===== config.mk =====
export PLATFORM = sky130hd
export DESIGN_NAME = countdown_timer_flat
export DESIGN_NICKNAME = d
export VERILOG_FILES = /design/src/rtl/countdown_timer_pkg.sv /design/src/rtl/countdown_timer_if.sv /design/src/rtl/countdown_timer_bcd_down_digit.sv /design/src/rtl/countdown_timer.sv /design/src/flat_wrapper.sv
export SDC_FILE = /design/constraint.sdc
export NUM_CORES = 1
export LEC_CHECK = 0
export BUFFER_PORTS_ARGS = -buffer_cell sky130_fd_sc_hd__buf_4
export CORE_MARGIN = 4
export CORE_UTILIZATION = 45
export DETAILED_ROUTE_END_ITERATION = 8
export PLACE_DENSITY_LB_ADDON = 0.05
export SYNTH_ARGS = -nofsm -noshare
export SYNTH_HDL_FRONTEND = slang
export SYNTH_SLANG_ARGS = --single-unit

===== constraint.sdc =====
create_clock -name Clk -period 2.7 [get_ports Clk]
set_clock_uncertainty 0.15 [all_clocks]
set_input_delay 0.135 -clock Clk [delete_from_list [all_inputs] [get_ports Clk]]
set_output_delay 0.135 -clock Clk [all_outputs]
set_load 0.05 [all_outputs]

===== src/rtl/countdown_timer_pkg.sv =====
`default_nettype none
// ============================================================================
//  Module      : countdown_timer_pkg
//  Description : Shared state encoding and BCD digit limits for the
//                countdown timer.
//  Revision    : 1.0 - initial release
// ============================================================================
package countdown_timer_pkg;

    typedef enum logic [1:0] {
        ST_IDLE  = 2'b00,
        ST_RUN   = 2'b01,
        ST_PAUSE = 2'b10,
        ST_RING  = 2'b11
    } state_t;

    // Largest value a units / minutes-tens digit may hold.
    localparam int c_MAX_NINE = 9;
    // Largest value a seconds-tens digit may hold.
    localparam int c_MAX_FIVE = 5;

endpackage
`default_nettype wire


===== src/rtl/countdown_timer_if.sv =====
`default_nettype none
// ============================================================================
//  Module      : countdown_timer_if
//  Description : Control, preset and display bundle of the countdown timer.
//                master : drives Tick/LD/presets/Start/Stop, reads display
//                slave  : the timer itself
//  Revision    : 1.0 - initial release
// ============================================================================
interface countdown_timer_if;
    logic       Tick;
    logic       LD;
    logic [3:0] IN_MT;
    logic [3:0] IN_MU;
    logic [2:0] IN_ST;
    logic [3:0] IN_SU;
    logic       Start;
    logic       Stop;
    logic [3:0] MT;
    logic [3:0] MU;
    logic [2:0] ST;
    logic [3:0] SU;
    logic       Running;
    logic       Expired;
    logic       Buzz;

    modport master (
        output Tick, LD, IN_MT, IN_MU, IN_ST, IN_SU, Start, Stop,
        input  MT, MU, ST, SU, Running, Expired, Buzz
    );

    modport slave (
        input  Tick, LD, IN_MT, IN_MU, IN_ST, IN_SU, Start, Stop,
        output MT, MU, ST, SU, Running, Expired, Buzz
    );
endinterface
`default_nettype wire


===== src/rtl/countdown_timer_bcd_down_digit.sv =====
`default_nettype none
// ============================================================================
//  Module      : bcd_down_digit
//  Description : One down-counting digit with saturating load.
//                Clk/Clr : clock, async active-low reset
//                LD, IN  : load IN (clamped to MAX)
//                Dec     : borrow-in, decrement this digit
//                COUNT   : registered digit value
//                Borrow  : combinational borrow-out (COUNT==0 && Dec)
//  Revision    : 1.0 - initial release
// ============================================================================
module bcd_down_digit #(
    parameter int W   = 4,
    parameter int MAX = 9
) (
    input  wire logic         Clk,
    input  wire logic         Clr,
    input  wire logic         LD,
    input  wire logic [W-1:0] IN,
    input  wire logic         Dec,
    output logic      [W-1:0] COUNT,
    output logic              Borrow
);
    localparam logic [W-1:0] c_MAX = W'(MAX);

    logic [W-1:0] count_d;
    logic [W-1:0] count_q;

    always_comb begin
        count_d = count_q;
        if (LD) begin
            count_d = (IN > c_MAX) ? c_MAX : IN;
        end else if (Dec) begin
            count_d = (count_q == '0) ? c_MAX : count_q - W'(1);
        end
    end

    always_ff @(posedge Clk or negedge Clr) begin
        if (!Clr) begin
            count_q <= '0;
        end else begin
            count_q <= count_d;
        end
    end

    assign COUNT  = count_q;
    assign Borrow = Dec && (count_q == '0);
endmodule
`default_nettype wire


===== src/rtl/countdown_timer.sv =====
`default_nettype none
// ============================================================================
//  Module      : countdown_timer
//  Description : MM:SS countdown timer with pause and timed alarm.
//                Clk  : system clock, rising edge
//                Clr  : async active-low reset
//                bus  : Tick/LD/presets/Start/Stop in, digits and
//                       Running/Expired/Buzz out (all registered)
//  Revision    : 1.0 - initial release
// ============================================================================
module countdown_timer
    import countdown_timer_pkg::*;
#(
    parameter int BUZZ_LEN = 10
) (
    input  wire logic           Clk,
    input  wire logic           Clr,
    countdown_timer_if.slave    bus
);
    localparam logic [7:0] c_BUZZ_LEN = 8'(BUZZ_LEN);

    state_t     state_d, state_q;
    logic [7:0] ring_d, ring_q;
    logic       running_d, running_q;
    logic       expired_d, expired_q;
    logic       buzz_d, buzz_q;

    logic       w_load;
    logic       w_dec;
    logic [3:0] w_mt, w_mu, w_su;
    logic [2:0] w_st;
    logic       w_su_borrow, w_st_borrow, w_mu_borrow;
    logic       w_mt_borrow_unused;
    logic       w_zero;
    logic       w_one;

    assign w_zero = (w_mt == 4'd0) && (w_mu == 4'd0) && (w_st == 3'd0) && (w_su == 4'd0);
    assign w_one  = (w_mt == 4'd0) && (w_mu == 4'd0) && (w_st == 3'd0) && (w_su == 4'd1);

    // Digit chain: seconds units borrows into tens, tens into minutes, etc.
    bcd_down_digit #(.W(4), .MAX(c_MAX_NINE)) u_su (
        .Clk(Clk), .Clr(Clr), .LD(w_load), .IN(bus.IN_SU),
        .Dec(w_dec), .COUNT(w_su), .Borrow(w_su_borrow));
    bcd_down_digit #(.W(3), .MAX(c_MAX_FIVE)) u_st (
        .Clk(Clk), .Clr(Clr), .LD(w_load), .IN(bus.IN_ST),
        .Dec(w_su_borrow), .COUNT(w_st), .Borrow(w_st_borrow));
    bcd_down_digit #(.W(4), .MAX(c_MAX_NINE)) u_mu (
        .Clk(Clk), .Clr(Clr), .LD(w_load), .IN(bus.IN_MU),
        .Dec(w_st_borrow), .COUNT(w_mu), .Borrow(w_mu_borrow));
    // The top digit never borrows: decrements are blocked at 00:00.
    bcd_down_digit #(.W(4), .MAX(c_MAX_NINE)) u_mt (
        .Clk(Clk), .Clr(Clr), .LD(w_load), .IN(bus.IN_MT),
        .Dec(w_mu_borrow), .COUNT(w_mt), .Borrow(w_mt_borrow_unused));

    always_comb begin
        state_d   = state_q;
        ring_d    = ring_q;
        expired_d = 1'b0;
        w_load    = 1'b0;
        w_dec     = 1'b0;
        case (state_q)
            ST_IDLE: begin
                if (bus.LD) begin
                    w_load = 1'b1;
                end else if (bus.Start && !w_zero) begin
                    state_d = ST_RUN;
                end
            end
            ST_RUN: begin
                // Stop beats a coincident Tick; that Tick is dropped.
                if (bus.Stop) begin
                    state_d = ST_PAUSE;
                end else if (bus.Tick && !w_zero) begin
                    w_dec = 1'b1;
                    if (w_one) begin
                        state_d   = ST_RING;
                        expired_d = 1'b1;
                        ring_d    = 8'd0;
                    end
                end
            end
            ST_PAUSE: begin
                if (bus.LD) begin
                    w_load  = 1'b1;
                    state_d = ST_IDLE;
                end else if (bus.Stop) begin
                    state_d = ST_IDLE;
                end else if (bus.Start) begin
                    state_d = ST_RUN;
                end
            end
            default: begin // ST_RING
                if (bus.Stop) begin
                    state_d = ST_IDLE;
                    ring_d  = 8'd0;
                end else if (bus.Tick) begin
                    if (ring_q + 8'd1 >= c_BUZZ_LEN) begin
                        state_d = ST_IDLE;
                        ring_d  = 8'd0;
                    end else begin
                        ring_d = ring_q + 8'd1;
                    end
                end
            end
        endcase
        // Status flags are registered copies of the next state.
        running_d = (state_d == ST_RUN);
        buzz_d    = (state_d == ST_RING);
    end

    always_ff @(posedge Clk or negedge Clr) begin
        if (!Clr) begin
            state_q   <= ST_IDLE;
            ring_q    <= 8'd0;
            running_q <= 1'b0;
            expired_q <= 1'b0;
            buzz_q    <= 1'b0;
        end else begin
            state_q   <= state_d;
            ring_q    <= ring_d;
            running_q <= running_d;
            expired_q <= expired_d;
            buzz_q    <= buzz_d;
        end
    end

    assign bus.MT      = w_mt;
    assign bus.MU      = w_mu;
    assign bus.ST      = w_st;
    assign bus.SU      = w_su;
    assign bus.Running = running_q;
    assign bus.Expired = expired_q;
    assign bus.Buzz    = buzz_q;
endmodule
`default_nettype wire


===== src/flat_wrapper.sv =====
// flat-port wrapper written by rule: the top's interface ports become plain ports
module countdown_timer_flat import countdown_timer_pkg::*;
#(
    parameter int BUZZ_LEN = 10
)
  (Clk, Clr, bus_Tick, bus_LD, bus_IN_MT, bus_IN_MU, bus_IN_ST, bus_IN_SU, bus_Start, bus_Stop, bus_MT, bus_MU, bus_ST, bus_SU, bus_Running, bus_Expired, bus_Buzz);
  countdown_timer_if bus_i ();
  input  wire logic Clk;
  input  wire logic Clr;
  input wire logic [$bits(bus_i.Tick)-1:0] bus_Tick;
  input wire logic [$bits(bus_i.LD)-1:0] bus_LD;
  input wire logic [$bits(bus_i.IN_MT)-1:0] bus_IN_MT;
  input wire logic [$bits(bus_i.IN_MU)-1:0] bus_IN_MU;
  input wire logic [$bits(bus_i.IN_ST)-1:0] bus_IN_ST;
  input wire logic [$bits(bus_i.IN_SU)-1:0] bus_IN_SU;
  input wire logic [$bits(bus_i.Start)-1:0] bus_Start;
  input wire logic [$bits(bus_i.Stop)-1:0] bus_Stop;
  output wire logic [$bits(bus_i.MT)-1:0] bus_MT;
  output wire logic [$bits(bus_i.MU)-1:0] bus_MU;
  output wire logic [$bits(bus_i.ST)-1:0] bus_ST;
  output wire logic [$bits(bus_i.SU)-1:0] bus_SU;
  output wire logic [$bits(bus_i.Running)-1:0] bus_Running;
  output wire logic [$bits(bus_i.Expired)-1:0] bus_Expired;
  output wire logic [$bits(bus_i.Buzz)-1:0] bus_Buzz;
  assign bus_i.Tick = bus_Tick;
  assign bus_i.LD = bus_LD;
  assign bus_i.IN_MT = bus_IN_MT;
  assign bus_i.IN_MU = bus_IN_MU;
  assign bus_i.IN_ST = bus_IN_ST;
  assign bus_i.IN_SU = bus_IN_SU;
  assign bus_i.Start = bus_Start;
  assign bus_i.Stop = bus_Stop;
  assign bus_MT = bus_i.MT;
  assign bus_MU = bus_i.MU;
  assign bus_ST = bus_i.ST;
  assign bus_SU = bus_i.SU;
  assign bus_Running = bus_i.Running;
  assign bus_Expired = bus_i.Expired;
  assign bus_Buzz = bus_i.Buzz;
  countdown_timer #(.BUZZ_LEN(BUZZ_LEN)) u_core (.Clk(Clk), .Clr(Clr), .bus(bus_i));
endmodule

==> impl_summary.log, run 1 <==
[metrics] outcome: completed
[metrics] DRC violations left: 0
[metrics] areal power density over the cells: 811.4 nW/µm²
[metrics] Post-Synthesis Cells: 172
[metrics] origin of the worst min-delay path: bus_IN_SU[1]
[metrics] internal power: 1.025 mW
[metrics] register bit total from synthesis: 28
[metrics] crit start category: flop
[metrics] NetSw: 0.7892 mW
[metrics] part of the power in registers: 36.3%
[metrics] die height: 68.86 µm
[metrics] clock sink total: 28
[metrics] synth unique cells: 54
[metrics] largest net degree at the start of global routing: 29
[metrics] crit path max fanout: 10
[metrics] Tmin final: 2.481 ns
[metrics] number of max-capacitance violations reported: 0
[metrics] static power due to leakage: 0.9535 nW
[metrics] net count of the mapped netlist: 195
[metrics] startpoint of the worst-slack reg-to-reg timing path: u_core.u_mt.COUNT[1]
[metrics] final-report hold violation count: 0
[metrics] Detailed Place HPWL: 2814 µm
[metrics] maximum buffer depth of the clock tree: 2
[metrics] sequential fraction of the synthesis area: 42.04%
[metrics] number of buffers added for setup after CTS: 0
[metrics] number of enable flip-flop cells after synthesis: 0
[metrics] tightest slew margin relative to the limit: 67.49%
[metrics] Worst IR Drop VDD: 0.0004630 V
[metrics] antenna cells: 0
[metrics] I/O pin cnt: 39
[metrics] via count of the first global-routing pass: 1502
[metrics] H-tree levels: 1
[metrics] count of warnings emitted by yosys: 0
[metrics] Port Buf Inserts: 38
[metrics] top post-synthesis cells by area: sky130_fd_sc_hd__dfrtp_1 42%, sky130_fd_sc_hd__o21ai_0 4.8%, sky130_fd_sc_hd__nor2_1 3.6%, sky130_fd_sc_hd__xnor2_1 3.2%, sky130_fd_sc_hd__nand3b_1 2.7%
[metrics] switching share of power: 43.50%
[metrics] hold buffer count at cts: 16
[metrics] Finished Layout Cells: 273
[metrics] Final nets: 251
[metrics] worst setup path start: u_core.u_mt.COUNT[1]
[metrics] fmax: 403.0 MHz
[metrics] total grt overflow: 0
[metrics] worst min path class: input pin to flop
[metrics] dominant cell type by area after synthesis: sky130_fd_sc_hd__dfrtp_1
[metrics] DRC marker count from the first detailed-route iteration: 75
[metrics] routed vias: 1513
[metrics] placer's final routability congestion estimate: 0.8410
[metrics] fin crit share: 91.90%
[metrics] Area after DPL: 2004 µm²
[metrics] Post-synth ARST share: 100.0%
[metrics] unrepaired setup endpoints after global routing: false
[metrics] Setup TNS Final: 0 ns
[metrics] fraction of final layout cells with drive strength greater than 1: 27.75%
[metrics] total power draw: 1.814 mW
[metrics] floorplan die width: 68.86 µm
[metrics] number of standard-cell rows in the floorplan: 21
[metrics] Inserted Clock Buffers: 3
[metrics] worst setup slack after placement: 0.2213 ns
[metrics] router iterations before antenna repair: 5
[metrics] antenna violations before repair: 0
[metrics] count of instances resized after the clock tree is built: 0
[metrics] core area: 3442 µm²
[metrics] buffer cell driving the clock tree root: sky130_fd_sc_hd__clkbuf_8
[metrics] initial core utilization: 48.42%
[metrics] max-slew violation total from the final report: 0
[metrics] Clk Latency, worst-skew pair: 0.27 ns
[metrics] Worst Setup End Kind: flop
[metrics] CTS tree: built
[metrics] data arrival at the endpoint of the critical path: 2.51 ns
[metrics] required arrival time at the worst endpoint: 2.73 ns
[metrics] share of total power in the clock network: 18.4%
[metrics] first-pass GRT wire length: 6865 µm
[metrics] number of instances in the placed design: 253
[metrics] CP Class: flop to flop
[metrics] clock transition time at the flip-flop clock pins of the worst setup and hold paths: 0.10 ns
[metrics] Worst-Margin Slew: 0.4877 ns
[metrics] final setup fails: 0
[metrics] routed wire length: 3983 µm
[metrics] top-area cell type share of the netlist area: 42.04%
[metrics] post-route design area: 2236 µm²
[metrics] average size of a mapped cell: 9.690 µm²
[metrics] cell area after synthesis: 1667 µm²
[metrics] post-detailed-route wirelength per cell: 14.59 µm
[metrics] Area growth, synth to finish: 34.16%
[metrics] minimum setup slack in the final design: 0.2186 ns
[metrics] Main synth FF type: sky130_fd_sc_hd__dfrtp_1
[metrics] combinational cell fraction of total power: 45.3%
[metrics] fill cell total of the finished layout: 293
[metrics] antenna violation net count after detailed routing: 0
[metrics] die outline area: 4741 µm²
[metrics] global-route total usage across every layer: 19.26%
[metrics] vias per cell: 5.542
state kept, by name, indices dropped and copies added (netlist names):
signal              cells
u_core.bus.Expired      1
u_core.ring_q           8
u_core.u_su.COUNT       4
u_core.u_st.COUNT       3
u_core.state_q          2
u_core.bus.Running      1
u_core.bus.Buzz         1
u_core.u_mt.COUNT       4
u_core.u_mu.COUNT       4
critical path, cell delays in order, from the launching register on:
cell and delay, ns:
sky130_fd_sc_hd__dfrtp_1 0.45, sky130_fd_sc_hd__or4_4 0.58, sky130_fd_sc_hd__or4_4 0.57, sky130_fd_sc_hd__o22ai_4 0.19, sky130_fd_sc_hd__o22a_4 0.23, sky130_fd_sc_hd__nor4b_1 0.07
sky130_fd_sc_hd__a21o_1 0.15
power groups by stage:
stage / Clock (mW) / Combinational [mW] / Sequential, mW
4_1_cts: 0.340 / 0.825 / 0.656
6_report: 0.334 / 0.821 / 0.659
5_1_grt: 0.357 / 0.884 / 0.679
3_5_place_dp: 0 / 0.803 / 0.663
3_3_place_gp: 0 / 0.793 / 0.655
2_1_floorplan: 0 / 0.308 / 0.900
Yosys cell counts, types with 3 or more instances:
cell and count:
sky130_fd_sc_hd__a31oi_1 4, sky130_fd_sc_hd__clkbuf_1 4, sky130_fd_sc_hd__xnor2_1 6, sky130_fd_sc_hd__nor2_1 16, sky130_fd_sc_hd__xor2_1 3, sky130_fd_sc_hd__and2_2 4, sky130_fd_sc_hd__dfrtp_1 28, sky130_fd_sc_hd__nand3_1 6
sky130_fd_sc_hd__nor3_1 3, sky130_fd_sc_hd__inv_1 5, sky130_fd_sc_hd__a21oi_1 5, sky130_fd_sc_hd__nor2b_1 4, sky130_fd_sc_hd__nand3b_1 6, sky130_fd_sc_hd__nand2_1 10, sky130_fd_sc_hd__o21ai_0 16, sky130_fd_sc_hd__or4_4 3
final timing paths:
| kind | end | slack [ns] | cells after the start |
|---|---|---|---|
| min in group asynchronous | u_core.ring_q[4] | 0.15 | 2 |
| max | u_core.ring_q[2] | 0.22 | 6 |
| max reg2reg | u_core.ring_q[2] | 0.22 | 6 |
| min reg2reg | u_core.ring_q[7] | 0.38 | 1 |
| min | u_core.u_su.COUNT[1] | 0.02 | 3 |
| max in group asynchronous | u_core.bus.Expired | 1.97 | 2 |
metal layers:
metal	up-vias	GRT usage, %	wire length, µm
li1	750	-	-
met4	0	5.109	21
met1	723	26.10	1865
met2	38	31.67	1854
met5	-	0	0
met3	2	3.404	240
stage by stage:
| stage | hold slack (ns) | utilization [%] |
|---|---|---|
| after floorplan | -0.3106 | - |
| after global placement | -0.08062 | 58.23 |
| after detailed placement | -0.07389 | 58.23 |
| after CTS | 0.01941 | 64.96 |
| after global routing | 0.03659 | 64.96 |
| final | 0.02049 | 64.96 |
area by class of cell:
type / instances / area (µm²) / area share, %
Sequential cell: 28 / 700.7 / 31.34
Clock inverter: 1 / 30.03 / 1.343
Tap cell: 46 / 57.56 / 2.574
Clock buffer: 3 / 41.29 / 1.847
Inverter: 5 / 18.77 / 0.8394
Timing Repair Buffer: 56 / 460.4 / 20.59
Multi-Input combinational cell: 134 / 927.1 / 41.47
placed cells by master, fill, tap and decap left out, drive strengths merged, types with 4 or more instances in the layout:
master | synthesis | routed
xnor2 | 6 | 6
nor2b | 4 | 4
nand3 | 6 | 6
dlygate4sd3 | 0 | 16
and2 | 4 | 4
dfrtp | 28 | 28
a31oi | 4 | 4
or4 | 4 | 4
inv | 5 | 5
nand2 | 10 | 10
a21oi | 5 | 5
o21ai | 17 | 17
nand3b | 6 | 6
nor2 | 16 | 16
buf | 1 | 40
cell families after synthesis:
family / share of synthesized area (%)
DFF: 42.04
buffers and inverters: 2.327
muxes: 1.877
adders and majority gates: 1.501
and+or+nand+nor: 27.78
xor gates and xnor gates: 4.730
AOI/OAI and AO/OA: 19.75
Note: power is estimated with default switching activity, not from simulation.
==> inputs of run 2 (changes only) <==
--- a/config.mk
+++ b/config.mk
@@ -6,10 +6,14 @@
 export NUM_CORES = 1
 export LEC_CHECK = 0
 export BUFFER_PORTS_ARGS = -buffer_cell sky130_fd_sc_hd__buf_4
+export CELL_PAD_IN_SITES_DETAIL_PLACEMENT = 0
+export CELL_PAD_IN_SITES_GLOBAL_PLACEMENT = 1
 export CORE_MARGIN = 4
-export CORE_UTILIZATION = 45
+export CORE_UTILIZATION = 40
 export DETAILED_ROUTE_END_ITERATION = 8
 export PLACE_DENSITY_LB_ADDON = 0.05
+export SKIP_CTS_REPAIR_TIMING = 1
+export SLEW_MARGIN = 20
 export SYNTH_ARGS = -nofsm -noshare
 export SYNTH_HDL_FRONTEND = slang
 export SYNTH_SLANG_ARGS = --single-unit
==> run 2 against run 1 <==
The flow now finishes with violations (hold timing). Core utilization is 11 points lower. Hold slack worse by 0.027 ns. Critical endpoint is now u_core.ring_q[3]. Register-to-register slack is essentially flat. Global-route usage decreased by 4.0 points. Die area increased by 11%.
==> impl_summary.log, run 2 (synthesis gave the netlist of run 1 again) <==
[metrics] antenna violation net count after detailed routing: 0 (unchanged)
[metrics] CTS tree: built
[metrics] number of standard-cell rows in the floorplan: 23 (+9.5%)
[metrics] routed vias: 1465 (-3.2%)
[metrics] stage delay of the slowest cell on the critical path: 0.57 ns (about the same)
[metrics] clock transition time at the flip-flop clock pins of the worst setup and hold paths: 0.09 ns (about the same)
[metrics] global-route total usage across every layer: 15.24% (-4.0 points)
[metrics] Crit path max-delay family: simple AND/OR/NAND/NOR gates
[metrics] critical path's slowest cell: sky130_fd_sc_hd__or4_4
[metrics] maximum buffer depth of the clock tree: 2 (unchanged)
[metrics] crit path max fanout: 10 (unchanged)
[metrics] Finished Layout Cells: 273 (unchanged)
[metrics] Setup TNS Final: 0 ns (unchanged)
[metrics] outcome: finished with violations
[metrics] routed wire length: 4015 µm (+0.80%)
[metrics] total power draw: 1.698 mW (-6.4%)
[metrics] final setup fails: 0 (unchanged)
[metrics] NetSw: 0.7746 mW (-1.9%)
[metrics] combinational cell fraction of total power: 48.0% (+2.7 points)
[metrics] number of max-capacitance violations reported: 0 (unchanged)
[metrics] placer's final routability congestion estimate: 0.7772 (-7.6%)
[metrics] router iterations before antenna repair: 4 (-1)
[metrics] worst setup path start: u_core.u_mt.COUNT[1]
[metrics] fin crit share: 91.37% (-0.53 points)
[metrics] most common library cell in the layout ignoring fill and taps: sky130_fd_sc_hd__buf_4
[metrics] register with the highest flop count: u_core.ring_q
[metrics] Detailed Place HPWL: 3024 µm (+7.5%)
[metrics] Worst-Margin Slew: 0.4582 ns (-0.02949 ns)
[metrics] initial core utilization: 41.37% (-7.1 points)
[metrics] unrepaired setup endpoints after global routing: false
[metrics] largest net degree at the start of global routing: 29 (unchanged)
[metrics] clock sink total: 28 (unchanged)
[metrics] most used cells in the layout excluding fill and tap cells: 41 x sky130_fd_sc_hd__buf_4, 28 x sky130_fd_sc_hd__dfrtp_1, 16 x sky130_fd_sc_hd__nor2_1, 16 x sky130_fd_sc_hd__o21ai_0, 12 x sky130_fd_sc_hd__dlygate4sd3_1
[metrics] worst min path class: input pin to flop
[metrics] share of total power in the clock network: 13.2% (-5.2 points)
[metrics] Area growth, synth to finish: 30.71%
[metrics] via count of the first global-routing pass: 1341 (-11%)
[metrics] Worst IR Drop VDD: 0.0003064 V (-34%)
[metrics] static power due to leakage: 0.9292 nW (-2.5%)
[metrics] Inserted Clock Buffers: 3 (unchanged)
[metrics] Port Buf Inserts: 38 (unchanged)
[metrics] violations in the final reports: hold timing
[metrics] crit start category: flop
[metrics] post-detailed-route wirelength per cell: 14.71 µm (+0.80%)
[metrics] Worst Path Buf+Inv: 0 (unchanged)
[metrics] required arrival time at the worst endpoint: 2.71 ns (-0.02 ns)
[metrics] Clk Latency, worst-skew pair: 0.27 ns (about the same)
[metrics] vias per cell: 5.366 (-3.2%)
[metrics] buffer cell driving the clock tree root: sky130_fd_sc_hd__clkbuf_8
[metrics] number of instances in the placed design: 258 (+2.0%)
[metrics] antenna cells: 0 (unchanged)
[metrics] die height: 72.55 µm (+5.4%)
[metrics] CP Class: flop to flop
[metrics] antenna violations before repair: 0 (unchanged)
[metrics] fmax: 405.4 MHz (+0.58%)
[metrics] max-slew violation total from the final report: 0 (unchanged)
[metrics] part of the power in registers: 38.8% (+2.5 points)
[metrics] switching share of power: 45.61% (+2.1 points)
[metrics] DRC marker count from the first detailed-route iteration: 70 (-6.7%)
[metrics] fraction of final layout cells with drive strength greater than 1: 28.25% (+0.50 points)
[metrics] Final nets: 248 (-1.2%)
[metrics] H-tree levels: 1 (unchanged)
[metrics] startpoint of the worst-slack reg-to-reg timing path: u_core.u_mt.COUNT[1]
[metrics] DRC violations left: 0 (unchanged)
[metrics] critical-path cell list: or4_4 > or4_4 > o22ai_4 > o22a_4 > o2bb2a_4 > o41ai_1
[metrics] Worst Setup End Kind: flop
[metrics] final-layout worst hold slack: -0.006548 ns (-0.02704 ns)
[metrics] core area: 4029 µm² (+17%)
[metrics] most repeated library cell on the critical path: sky130_fd_sc_hd__or4_4
[metrics] internal power: 0.9238 mW (-9.9%)
[metrics] data arrival at the endpoint of the critical path: 2.48 ns (-0.03 ns)
[metrics] floorplan die width: 72.55 µm (+5.4%)
[metrics] areal power density over the cells: 779.7 nW/µm² (-3.9%)
[metrics] I/O pin cnt: 39 (unchanged)
[metrics] final-report hold violation count: 2 (+2)
[metrics] origin of the worst min-delay path: bus_IN_MU[1]
[metrics] total grt overflow: 0 (unchanged)
[metrics] Largest register FFs: 8 (unchanged)
[metrics] tightest slew margin relative to the limit: 68.66% (+1.2 points)
[metrics] Tmin final: 2.467 ns (-0.01442 ns)
[metrics] die outline area: 5264 µm² (+11%)
[metrics] first-pass GRT wire length: 6320 µm (-7.9%)
==> run 2: worst paths after layout <==
kind / endpoint / slack, ns / cells after the start
max: u_core.ring_q[3] / 0.23 / 6
min: u_core.u_mu.COUNT[1] / -0.007 / 3
max reg2reg: u_core.ring_q[3] / 0.23 / 6
min reg2reg: u_core.ring_q[7] / 0.39 / 1
max in group asynchronous: u_core.ring_q[2] / 1.95 / 2
min in group asynchronous: u_core.u_st.COUNT[1] / 0.17 / 2
==> run 2: power groups by stage <==
stage          sequential (mW)  combinational (mW)  clock (mW)
2_1_floorplan            0.900               0.308           0
3_3_place_gp             0.661               0.796           0
4_1_cts                  0.657               0.811       0.239
3_5_place_dp             0.666               0.809           0
5_1_grt                  0.684               0.871       0.251
6_report                 0.659               0.816       0.223
==> run 2: area by class of cell <==
type / instances / area (µm²)
clock buffers: 3 / 41.29
fillers: 388 / 1851
inverters: 5 / 18.77
multi-input cells: 134 / 927.1
flip-flops and latches: 28 / 700.7
well taps: 50 / 62.56
repair buffers: 53 / 427.9
==> run 2: metal layers <==
metal	vias to the layer above	part of all wire [%]	GRT usage, %
met4	0	0.90	5.328
met5	-	0	0
met3	4	4.4	2.632
met1	696	45	19.57
li1	735	-	-
met2	30	50	25.75
==> run 2: per-stage QoR <==
| step | setup WS, ns | cell area (µm²) | util (%) | hold WS (ns) |
|---|---|---|---|---|
| finish | 0.2330 | 2178 | 54.07 | -0.006548 |
| detailed placement | 0.2485 | 2017 | 50.06 | -0.06797 |
| global placement | 0.2910 | 2017 | 50.06 | -0.07926 |
| global route | 0.04710 | 2178 | 54.07 | 0.01008 |
| floorplan | 0.1194 | 1667 | - | -0.3106 |
| CTS | 0.2145 | 2058 | 51.09 | -0.3775 |
==> run 2: worst min-delay path: stages <==
cell,delay [ns]
sky130_fd_sc_hd__buf_4,0.08
sky130_fd_sc_hd__nand3b_1,0.06
sky130_fd_sc_hd__o21ai_0,0.09
